==> src/rtl/fwd_pkg.sv <==
// Shared types and select-code helpers for the operand-forwarding / load-use hazard unit.
// Select code layout: 0 = register file, s+1 = forwarding stage s, NUM_STAGES+1 = immediate.
package fwd_pkg;

    typedef enum logic {
        FWD_RUN   = 1'b0,
        FWD_STALL = 1'b1
    } fwd_state_e;

    localparam int SEL_RF = 0;

    function automatic int fwd_sel_w(input int num_stages);
        return $clog2(num_stages + 2);
    endfunction

    function automatic int sel_imm(input int num_stages);
        return num_stages + 1;
    endfunction

endpackage

==> src/rtl/fwd_src_match.sv <==
// Priority compare of one source register against every downstream destination (youngest wins).
// Latency: combinational. Backpressure: none; caller decides what to do with the load hit.
module fwd_src_match
    import fwd_pkg::*;
#(
    parameter int NUM_STAGES = 2,
    parameter int REG_AW     = 5,
    parameter int SEL_W      = fwd_sel_w(NUM_STAGES)
) (
    input  logic                         id_valid,
    input  logic                         uses_rs,
    input  logic [REG_AW-1:0]            rs,
    input  logic [NUM_STAGES*REG_AW-1:0] st_rd,
    input  logic [NUM_STAGES-1:0]        st_wr,
    input  logic                         st_load0,
    output logic [SEL_W-1:0]             code,
    output logic                         load_hit
);

    logic [NUM_STAGES-1:0] hit;

    always_comb begin
        hit  = '0;
        code = SEL_W'(SEL_RF);
        for (int s = 0; s < NUM_STAGES; s++) begin
            hit[s] = id_valid & uses_rs & (rs != '0) & st_wr[s]
                   & (rs == st_rd[s*REG_AW +: REG_AW]);
        end
        // Walk oldest to youngest so the youngest producer overwrites last.
        for (int s = NUM_STAGES - 1; s >= 0; s--) begin
            if (hit[s]) code = SEL_W'(s + 1);
        end
        load_hit = hit[0] & st_load0;
    end

endmodule

==> src/rtl/fwd_hazard_unit.sv <==
// Registered operand-forwarding selects plus one-cycle load-use stall/bubble between ID and EX.
// Latency: 1 cycle for all outputs. Backpressure: stall holds PC/IF-ID; optional FWD_STALL_CNT_EN counter.
module fwd_hazard_unit
    import fwd_pkg::*;
#(
    parameter int NUM_SRC    = 2,
    parameter int NUM_STAGES = 2,
    parameter int REG_AW     = 5,
    parameter int SEL_W      = fwd_sel_w(NUM_STAGES)
) (
    input  logic                         clk,
    input  logic                         rst_n,
    input  logic                         flush,
    input  logic                         id_valid,
    input  logic [NUM_SRC*REG_AW-1:0]    id_rs,
    input  logic [NUM_SRC-1:0]           id_uses_rs,
    input  logic                         id_alusrc,
    input  logic [NUM_STAGES*REG_AW-1:0] st_rd,
    input  logic [NUM_STAGES-1:0]        st_wr,
    input  logic [NUM_STAGES-1:0]        st_load,
    output logic [NUM_SRC*SEL_W-1:0]     src_sel,
    output logic [SEL_W-1:0]             store_sel,
    output logic                         stall,
    output logic                         bubble
`ifdef FWD_STALL_CNT_EN
    ,
    output logic [31:0]                  stall_cnt
`endif
);

    logic [NUM_SRC*SEL_W-1:0] codes;
    logic [NUM_SRC-1:0]       load_hit;
    logic                     unused_st_load;

    // Only the youngest stage can hold a load whose data is still in flight.
    assign unused_st_load = ^st_load;

    for (genvar k = 0; k < NUM_SRC; k++) begin : g_src
        fwd_src_match #(
            .NUM_STAGES (NUM_STAGES),
            .REG_AW     (REG_AW),
            .SEL_W      (SEL_W)
        ) u_match (
            .id_valid (id_valid),
            .uses_rs  (id_uses_rs[k]),
            .rs       (id_rs[k*REG_AW +: REG_AW]),
            .st_rd    (st_rd),
            .st_wr    (st_wr),
            .st_load0 (st_load[0]),
            .code     (codes[k*SEL_W +: SEL_W]),
            .load_hit (load_hit[k])
        );
    end

    fwd_state_e               state_q, state_d;
    logic [NUM_SRC*SEL_W-1:0] src_sel_q, src_sel_d;
    logic [SEL_W-1:0]         store_sel_q, store_sel_d;
    logic                     stall_q, stall_d;
    logic                     bubble_q, bubble_d;
    logic                     hazard;

    always_comb begin
        // In STALL the load has advanced to stage 1 and stage 0 carries the bubble.
        hazard      = (state_q == FWD_RUN) & (|load_hit);
        src_sel_d   = '0;
        store_sel_d = '0;
        stall_d     = 1'b0;
        bubble_d    = 1'b0;
        state_d     = FWD_RUN;
        if (!flush) begin
            src_sel_d = codes;
            if (id_alusrc) src_sel_d[SEL_W +: SEL_W] = SEL_W'(sel_imm(NUM_STAGES));
            store_sel_d = codes[SEL_W +: SEL_W];
            stall_d     = hazard;
            bubble_d    = hazard;
            state_d     = hazard ? FWD_STALL : FWD_RUN;
        end
    end

    always_ff @(posedge clk) begin
        if (!rst_n) begin
            state_q     <= FWD_RUN;
            src_sel_q   <= '0;
            store_sel_q <= '0;
            stall_q     <= 1'b0;
            bubble_q    <= 1'b0;
        end else begin
            state_q     <= state_d;
            src_sel_q   <= src_sel_d;
            store_sel_q <= store_sel_d;
            stall_q     <= stall_d;
            bubble_q    <= bubble_d;
        end
    end

    assign src_sel   = src_sel_q;
    assign store_sel = store_sel_q;
    assign stall     = stall_q;
    assign bubble    = bubble_q;

`ifdef FWD_STALL_CNT_EN
    logic [31:0] stall_cnt_q, stall_cnt_d;

    always_comb begin
        stall_cnt_d = stall_cnt_q;
        if (stall_q && (stall_cnt_q != 32'hFFFF_FFFF)) stall_cnt_d = stall_cnt_q + 32'd1;
    end

    always_ff @(posedge clk) begin
        if (!rst_n) stall_cnt_q <= '0;
        else        stall_cnt_q <= stall_cnt_d;
    end

    assign stall_cnt = stall_cnt_q;
`endif

endmodule

==> config.mk <==
export PLATFORM = sky130hd
export DESIGN_NAME = fwd_hazard_unit
export DESIGN_NICKNAME = d
export VERILOG_FILES = /design/src/rtl/fwd_pkg.sv /design/src/rtl/fwd_src_match.sv /design/src/rtl/fwd_hazard_unit.sv
export SDC_FILE = /design/constraint.sdc
export NUM_CORES = 1
export LEC_CHECK = 0
export CAP_MARGIN = 15
export CORE_ASPECT_RATIO = 0.9
export CORE_MARGIN = 4
export CORE_UTILIZATION = 28
export CTS_BUF_LIST = sky130_fd_sc_hd__clkbuf_16
export CTS_CLUSTER_SIZE = 25
export DETAILED_ROUTE_END_ITERATION = 8
export GPL_TIMING_DRIVEN = 0
export PLACE_DENSITY = 0.76
export SLEW_MARGIN = 20
export SYNTH_ARGS = -nofsm -noshare
export SYNTH_HDL_FRONTEND = slang
export SYNTH_SLANG_ARGS = --single-unit
==> constraint.sdc <==
create_clock -name clk -period 4.7 [get_ports clk]
set_input_delay 1.41 -clock clk [delete_from_list [all_inputs] [get_ports clk]]
set_output_delay 1.41 -clock clk [all_outputs]
set_load 0.01 [all_outputs]
==> results.sh <==
export IMPL_fp_row_count=14
export IMPL_synth_edff_count=0
export IMPL_routed_via_density=4.72
export IMPL_drive_above_1_share_pct=9.57
export IMPL_worstHoldPathType="reg2reg"
export IMPL_power_mw=0.262
export IMPL_grt_pass1_wl_um=2550
export IMPL_hold_viol_final=0
export IMPL_slew_limit_headroom_pct=73.6
export IMPL_irDropWorstVdd_mv=0.212
export IMPL_synth_cell_type_count=19
export IMPL_startpoint="id_rs[5]"
export IMPL_wire_per_inst_um=14.4
export IMPL_p_leak_nw=0.327
export IMPL_place_congestion=0.710
export IMPL_fin_setup_tns_ns=0
export IMPL_synth_nets=84
export IMPL_crit_type="in2reg"
export IMPL_outcome="finished, final reports clean"
export IMPL_cts_buffers=3
export IMPL_netlist_area_um2=494
export IMPL_syn_inst=53
export IMPL_crit_required_ns=4.82
export IMPL_reg2reg_from="state_q$_SDFF_PP0_"
export IMPL_ys_async_sr_fraction_pct=0
export IMPL_cts_tree="done"
export IMPL_rsz0062_at_grt="false"
export IMPL_die_w_um=52.3
export IMPL_cts_root_buffer="clkbuf_16"
export IMPL_drv_slew=0
export IMPL_drv_cap=0
export IMPL_path_clk_slew_ns=0.04
export IMPL_area_growth_pct=97.2
export IMPL_synth_flop_cell="dfxtp_1"
export IMPL_synth_warnings=0
export IMPL_ys_seq_area_share_pct=28.4
export IMPL_synth_avg_cell_area_um2=9.32
export IMPL_die_y_um=47.9
export IMPL_hold_buffers=0
export IMPL_power_density_mw_per_mm2=269
export IMPL_synth_top_cell_area_share_pct=33.7
export IMPL_final_nets=126
export IMPL_clock_sinks=7
export IMPL_fin_crit_ns=2.86
export IMPL_synth_area_leader_cell="xnor2_1"
export IMPL_clockBufferDepth=2
export IMPL_grt_total_usage_pct=14.1
export IMPL_clkLatencyLatePin_ns=0.23
export IMPL_routed_wl_um=1690
export IMPL_synth_area_leaders="xnor2_1 34%, dfxtp_1 28%, nand4_1 5.1%, o211ai_2 5.1%, nor3_1 3.0%"
export IMPL_num_io_pins=39
export IMPL_num_vias=557
export IMPL_yosysMostFrequentCell="xnor2_1"
export IMPL_grt_max_degree=7
export IMPL_timing_fmax_mhz=350
export IMPL_dr_first_iter_drc_count=16
export IMPL_drtPass1Iterations=6
export IMPL_diodes=0
export IMPL_endpoint_kind="flop"
export IMPL_design_area_um2=975
export IMPL_post_cts_buffers=0
export IMPL_fin_skew_ns=0
export IMPL_path_max_fanout=3
export IMPL_htreeDepth=1
export IMPL_numPortBuffers=37
export IMPL_grt_pass1_vias=582
export IMPL_coreArea_mm2=0.00166
export IMPL_synth_seq_cells=7
export IMPL_initial_core_util_pct=29.7
export IMPL_setup_violations=0
export IMPL_worst_pin_slew_ns=0.395
export IMPL_arrival_ns=2.98
export IMPL_drtAntennaViolNets=0
export IMPL_setup_ws_ns=1.84
export IMPL_hold_path_startpoint="state_q$_SDFF_PP0_"
export IMPL_synthTopCellsByCount="19 x xnor2_1, 7 x dfxtp_1, 4 x nand4_1, 3 x nor3_1"
export IMPL_overflow=0
export IMPL_place_ws_ns=1.65
export IMPL_die_area_mm2=0.00250
export IMPL_start_kind="input pin"
export IMPL_cts_resized=0
export IMPL_drc=0
export IMPL_post_dp_cell_area_um2=895
export IMPL_antenna_found_initial=0
export IMPL_fin_crit_sh_pct=60.8
[report_power, final]
group	switching, mW	total (mW)	internal (mW)
combinational	0.0205	0.0565	0.0360
sequential	0.000197	0.0607	0.0605
clock	0.0333	0.145	0.112
[logic make-up (layout without fill, tap and decap cells)]
family,count (synthesis),after routing,share of synthesized area [%]
and+or+nand+nor,20,20,25.3
AOI/OAI and AO/OA,5,5,9.37
xor gates and xnor gates,20,20,35.4
DFF,7,7,28.4
buffers and inverters,1,42,1.52
[path summary, 6_finish.rpt]
kind | endpoint | cells after the start | slack (ns)
hold / removal | state_q$_SDFF_PP0_ | 2 | 0.57
setup reg to reg | state_q$_SDFF_PP0_ | 2 | 4.01
hold reg to reg | state_q$_SDFF_PP0_ | 2 | 0.57
setup / recovery | src_sel[2]$_SDFF_PP0_ | 5 | 1.84
[per-stage QoR]
stage                     hold slack, ns  cells  util, %
after floorplan                    0.565     53        -
after global placement             0.519    114     53.8
after detailed placement           0.536    114     53.8
after CTS                          0.578    118     58.6
after global routing               0.604    118     58.6
final                              0.571    118     58.6
[state kept, by name, indices dropped and copies added (netlist names)]
| signal | cells |
|---|---|
| src_sel | 4 |
| state_q | 1 |
| store_sel | 2 |
[routing by layer]
layer  GRT usage, %  part of all wire (%)
met5              0                     0
met4           6.12                  0.89
met3           4.05                   8.3
met2           26.7                    57
met1           14.7                    34
[cell usage in the layout (no fill, tap or decap)]
cell type        count
clkinv_2             1
clkbuf_16            3
nand2_1              2
a22o_1               1
nand3b_1             1
nor3_1               3
buf_4                1
nand4_1              4
and4_1               1
o21a_1               1
nand3_1              1
or4_1                2
nor2b_1              1
dfxtp_1              7
o211ai_2             2
clkdlybuf4s50_1     37
nor3b_1              1
xor2_1               1
xnor2_1             19
or3_2                2
and2_1               2
a21oi_1              1
[critical path, stage by stage]
cell and delay [ns]:
clkdlybuf4s50_1 0.47, or4_1 0.57, o211ai_2 0.23, nor3_1 0.12, o21a_1 0.17
[cell type report]
| cell class | instances | area [µm²] |
|---|---|---|
| clock buffer | 3 | 75.1 |
| clock inverter | 1 | 5.00 |
| tap | 24 | 30.0 |
| timing repair buffer | 37 | 370 |
| buffer | 1 | 7.51 |
| sequential | 7 | 140 |
| multi-input combinational | 45 | 347 |
| fill | 147 | 689 |
(Power assumes the default switching activity.)
